[src/rtl/down_counter_16_pkg.sv]
// Shared definitions for the 16-bit loadable down-counter/timer.
//   WIDTH   : datapath width of the count and reload registers
//   state_t : controller state encoding (IDLE, RUN, DONE; 2'b11 is illegal)
package down_counter_16_pkg;

    localparam int WIDTH = 16;

    typedef enum logic [1:0] {
        ST_IDLE = 2'b00,
        ST_RUN  = 2'b01,
        ST_DONE = 2'b10
    } state_t;

endpackage

[src/rtl/down_counter_16_decr.sv]
// 16-bit ripple-borrow decrementer built from half-subtractors.
// The bits are grouped as four 4-bit slices chained through the borrow.
//   a      : operand
//   d      : a - 1 (modulo 2^16)
//   borrow : borrow out of the top bit; high exactly when a == 0
module decr_16
    import down_counter_16_pkg::*;
(
    input  logic [WIDTH-1:0] a,
    output logic [WIDTH-1:0] d,
    output logic             borrow
);

    // b[k] is the borrow into bit k; subtracting one means bit 0 always
    // sees a borrow-in.
    logic [WIDTH:0] b;

    assign b[0] = 1'b1;

    genvar gi, gj;
    generate
        for (gi = 0; gi < WIDTH / 4; gi++) begin : g_slice
            for (gj = 0; gj < 4; gj++) begin : g_bit
                localparam int K = gi * 4 + gj;
                // Half-subtractor: difference and borrow-out.
                assign d[K]   = a[K] ^ b[K];
                assign b[K+1] = ~a[K] & b[K];
            end
        end
    endgenerate

    assign borrow = b[WIDTH];

endmodule

[src/rtl/down_counter_16.sv]
// 16-bit loadable down-counter/timer with terminal-count pulse and optional
// auto-reload.
//   clk  : rising-edge clock
//   res  : synchronous active-high reset (highest priority)
//   in   : load value
//   load : load `in` into the count and reload registers
//   dec  : decrement strobe, one decrement per cycle while high
//   auto : auto-reload enable, sampled on each dec cycle
//   o    : current count (registered)
//   zero : o == 0 (combinational)
//   tc   : one-cycle terminal-count pulse (registered)
//   busy : state is RUN
module down_counter_16
    import down_counter_16_pkg::*;
(
    input  logic             clk,
    input  logic             res,
    input  logic [WIDTH-1:0] in,
    input  logic             load,
    input  logic             dec,
    input  logic             auto,
    output logic [WIDTH-1:0] o,
    output logic             zero,
    output logic             tc,
    output logic             busy
);

    logic [WIDTH-1:0] count_reg, count_next;
    logic [WIDTH-1:0] reload_reg, reload_next;
    state_t           state_reg, state_next;
    logic             tc_reg, tc_next;

    logic [WIDTH-1:0] dec_value;
    logic             dec_borrow;

    decr_16 u_decr (
        .a      (count_reg),
        .d      (dec_value),
        .borrow (dec_borrow)
    );

    // Next-state selection: load > dec > hold (reset handled in the register).
    always_comb begin
        count_next  = count_reg;
        reload_next = reload_reg;
        state_next  = state_reg;
        tc_next     = 1'b0;

        if (load) begin
            count_next  = in;
            reload_next = in;
            state_next  = (in != '0) ? ST_RUN : ST_IDLE;
        end else begin
            case (state_reg)
                ST_RUN: begin
                    if (dec) begin
                        if (dec_borrow) begin
                            // Count already sits at 0: either wrap to the
                            // reload value or expire. The borrow never wraps
                            // the count to all-ones.
                            if (auto) begin
                                count_next = reload_reg;
                            end else begin
                                state_next = ST_DONE;
                            end
                        end else begin
                            count_next = dec_value;
                            // 1 -> 0 transition is the terminal count; the
                            // state stays RUN so the following dec decides
                            // between wrap and expiry.
                            tc_next    = (dec_value == '0);
                        end
                    end
                end
                ST_IDLE, ST_DONE: begin
                end
                default: begin
                    // Illegal encoding recovers to IDLE.
                    state_next = ST_IDLE;
                end
            endcase
        end
    end

    always_ff @(posedge clk) begin
        if (res) begin
            count_reg  <= '0;
            reload_reg <= '0;
            state_reg  <= ST_IDLE;
            tc_reg     <= 1'b0;
        end else begin
            count_reg  <= count_next;
            reload_reg <= reload_next;
            state_reg  <= state_next;
            tc_reg     <= tc_next;
        end
    end

    assign o    = count_reg;
    assign zero = (count_reg == '0);
    assign tc   = tc_reg;
    assign busy = (state_reg == ST_RUN);

endmodule

[config.mk]
export PLATFORM = sky130hd
export DESIGN_NAME = down_counter_16
export DESIGN_NICKNAME = d
export VERILOG_FILES = /design/src/rtl/down_counter_16_pkg.sv /design/src/rtl/down_counter_16_decr.sv /design/src/rtl/down_counter_16.sv
export SDC_FILE = /design/constraint.sdc
export NUM_CORES = 1
export LEC_CHECK = 0
export CORE_MARGIN = 5
export CORE_UTILIZATION = 45
export DETAILED_ROUTE_END_ITERATION = 12
export GPL_TIMING_DRIVEN = 0
export HOLD_SLACK_MARGIN = 0.05
export PLACE_DENSITY = 0.83
export SLEW_MARGIN = 20
export SYNTH_ARGS = -nofsm -noshare
export SYNTH_HDL_FRONTEND = slang
export SYNTH_SLANG_ARGS = --single-unit
[constraint.sdc]
create_clock -name clk -period 5.6 [get_ports clk]
set_input_delay 1.12 -clock clk [delete_from_list [all_inputs] [get_ports clk]]
set_output_delay 1.12 -clock clk [all_outputs]
set_load 0.05 [all_outputs]
==> flow_metrics.py <==
metrics = {
    "sta": {
        "worst_slack_ns": 1.27,
        "fin_skew_ns": 0.00357,
        "slew_violations": 0,
        "rsz0062_at_grt": "no",
        "final-setup-viol-count": 0,
        "whs_ns": 0.475,
        "period_share_pct": 77.4,
        "relSlewSlack_pct": 58.7,
        "fin_crit_ns": 4.33,
        "fin_tns_setup_ns": 0,
        "hold_viol_final": 0,
        "worst_slew_pin_slew_ns": 0.620,
        "fmax_mhz": 231,
    },
    "die": {
        "rows": 24,
        "chipWidth_um": 78,
        "ios": 40,
        "coreArea_um2": 4410,
        "die_h_um": 78,
        "initial_core_util_pct": 47.1,
        "dieArea_um2": 6080,
    },
    "clocking": {
        "clkTransAtPathRegs_ns": 0.07,
        "htreeDepth": 2,
        "cts_buffers": 5,
        "clock_latency_ns": 0.29,
        "cts.sinks": 35,
        "cts_resized": 0,
        "cts_buffer_depth": 2,
        "cts_hold_buffers": 0,
        "cts_root_buffer": "clkbuf_8",
        "post_cts.repair.setup_buffers": 0,
        "cts_tree": "done",
    },
    "global_route": {
        "grt_pass1_wl_um": 9330,
        "grt_util_all_layers_pct": 19.1,
        "grt_start_max_net_pins": 11,
        "antenna_found_initial": 0,
        "grt_pass1_vias": 1918,
        "overflow": 0,
    },
    "critical_path": {
        "setup.worst_path.class": "flop to flop",
        "path_max_fanout": 10,
        "cp_data_arrival_time_ns": 4.53,
        "cp.required_ns": 5.79,
        "crit_path_start_kind": "flop",
        "worstRegToRegCells": 20,
        "endpoint_kind": "flop",
    },
    "yosys": {
        "seq_area_frac_synth_pct": 33.7,
        "yosysWarnings": 0,
        "synth-edff-count": 0,
        "synth_xor_area_share_pct": 0,
        "netlist_area_um2": 2080,
        "synth-simple-area-share_pct": 27.8,
        "async_flop_share_pct": 0,
        "synth-seq-cells": 35,
        "synth.distinct_cells": 31,
        "synth_top_family_by_area": "simple AND/OR/NAND/NOR gates",
        "synth.avg_cell_area_um2": 8.63,
        "synth_mux_area_share_pct": 0.962,
        "netlist_instances": 241,
        "synth_fa_ha_area_share_pct": 9.62,
        "synth_compound_area_share_pct": 21.0,
        "synth_nets": 278,
        "synthFlopType": "dfxtp_1",
    },
    "placement": {
        "dp_cells": 331,
        "dpl_worst_slack_ns": 1.31,
        "dpl.hpwl_um": 4180,
        "portBuffers": 38,
        "gp_congestion": 0.924,
    },
    "job": {
        "maxCapViolCount": 0,
    },
    "run_status": {
        "status": "complete, no violations",
    },
    "min_path": {
        "worstHoldPathType": "flop to flop",
        "hold_depth": 2,
    },
    "drt": {
        "vias": 1940,
        "drt_iter0_markers": 136,
        "wl_per_cell_um": 16.6,
        "first_pass_iters": 5,
        "viasPerCell": 5.72,
        "remaining_drc_errors": 0,
        "ant_nets": 0,
        "routed_wl_um": 5610,
    },
    "power": {
        "seq_power_share_pct": 39.8,
        "combPwrFrac_pct": 31.8,
        "p_int_uw": 478,
        "clock_power_share_pct": 28.4,
        "p_sw_uw": 237,
        "power_density_nw_per_um2": 272,
        "switching_share_pct": 33.2,
        "vdd_drop_max_v": 0.000149,
        "leakage_nw": 1.03,
    },
    "final_layout": {
        "final_util_pct": 59.5,
        "fillers": 425,
        "fin_cells": 339,
        "final_nets": 323,
        "final_layout_size_suffix_gt1_share_pct": 9.06,
        "num_antenna_cells": 0,
        "area_delta_synth_final_pct": 26.2,
    },
}
-- placed cells by master, fill, tap and decap left out --
cell type        netlist  routed
clkdlybuf4s50_1        0      38
buf_6                  1       1
nand2_1               17      17
nand3_1                1       1
nor3_1                 3       3
a211oi_1               1       1
nand4_1                3       3
o31a_1                15      15
o311ai_0               1       1
and4_1                 2       2
and3_1                 1       1
buf_2                  7       7
a21o_1                 1       1
ha_1                  16      16
a221oi_1               5       5
and2_1                 1       1
buf_4                  1       1
clkbuf_1               7       8
nor4_1                 5       5
dfxtp_1               35      35
and3b_1                1       1
nor4b_1                1       1
nor2_1                18      18
clkbuf_8               0       7
a21oi_1               16      16
nand3b_1               1       1
mux2i_1                2       2
nand2b_1              19      19
a21boi_0               1       1
inv_1                 17      17
a221oi_2              10      10
nor2b_1               31      31
or4b_1                 1       1
-- metal layers --
| metal | up-vias | wire length (µm) | global-route usage [%] |
|---|---|---|---|
| met1 | 902 | 2490 | 25.5 |
| met5 | - | 0 | 0 |
| li1 | 940 | - | - |
| met2 | 88 | 2570 | 29.7 |
| met3 | 10 | 458 | 4.86 |
| met4 | 0 | 93 | 7.09 |
-- per-stage QoR --
step                      total power [mW]  area, µm²
after floorplan                      0.441       2080
after global routing                 0.750       2630
after global placement               0.511       2530
after detailed placement             0.515       2530
after CTS                            0.718       2630
final                                0.715       2630
-- final timing paths --
check / slack [ns] / endpoint / start
hold reg to reg: 0.47 / reload_reg[15]$_SDFFE_PP0P_ / reload_reg[15]$_SDFFE_PP0P_
setup / recovery: 1.27 / o[11]$_SDFFE_PP0P_ / o[0]$_SDFFE_PP0P_
hold / removal: 0.47 / reload_reg[15]$_SDFFE_PP0P_ / reload_reg[15]$_SDFFE_PP0P_
setup reg to reg: 1.27 / o[11]$_SDFFE_PP0P_ / o[0]$_SDFFE_PP0P_
-- cells in the mapped netlist, types with 2 or more instances --
| cell type | n | area (µm²) |
|---|---|---|
| clkbuf_1 | 7 | 26.3 |
| inv_1 | 17 | 63.8 |
| o31a_1 | 15 | 131 |
| nor2b_1 | 31 | 194 |
| a21oi_1 | 16 | 80.1 |
| nor4_1 | 5 | 31.3 |
| nor3_1 | 3 | 15.0 |
| a221oi_2 | 10 | 150 |
| buf_2 | 7 | 35.0 |
| nand4_1 | 3 | 18.8 |
| and4_1 | 2 | 17.5 |
| nor2_1 | 18 | 67.6 |
| ha_1 | 16 | 200 |
| nand2b_1 | 19 | 119 |
| a221oi_1 | 5 | 43.8 |
| dfxtp_1 | 35 | 701 |
| nand2_1 | 17 | 63.8 |
| mux2i_1 | 2 | 20.0 |
-- power groups by stage --
| stage | Clock [mW] | Combinational [mW] | Sequential (mW) |
|---|---|---|---|
| after detailed placement | 0 | 0.225 | 0.289 |
| final | 0.203 | 0.227 | 0.284 |
| after global placement | 0 | 0.222 | 0.289 |
| after floorplan | 0 | 0.116 | 0.325 |
| after global routing | 0.217 | 0.247 | 0.286 |
| after CTS | 0.207 | 0.227 | 0.284 |
-- cell families after synthesis --
kind of cell               Yosys count
AOI/OAI and AO/OA                   50
adders and majority gates           16
buffers and inverters               33
DFF                                 35
muxes                                2
and+or+nand+nor                    105
-- worst max-delay path, cell delays in order (launching register included) --
cell and delay [ns]:
dfxtp_1 0.41, inv_1 0.07, ha_1 0.21, ha_1 0.21, ha_1 0.19, ha_1 0.18
ha_1 0.18, ha_1 0.18, ha_1 0.18, ha_1 0.18, ha_1 0.18, ha_1 0.18
ha_1 0.19, ha_1 0.18, ha_1 0.18, ha_1 0.18, ha_1 0.25, buf_2 0.21
nor2b_1 0.15, o31a_1 0.26, a221oi_1 0.28
-- final cells by class --
class                           count  area (µm²)  share of cell area [%]
Buffer                             16        80.1                    3.05
Clock buffer                        8         100                    3.81
Inverter                           17        63.8                    2.43
Multi-Input combinational cell    173        1240                    47.1
Sequential cell                    35         701                    26.7
Tap cell                           52        65.1                    2.48
Timing Repair Buffer               38         380                    14.5
No activity file was read; power rests on OpenSTA's default activity.
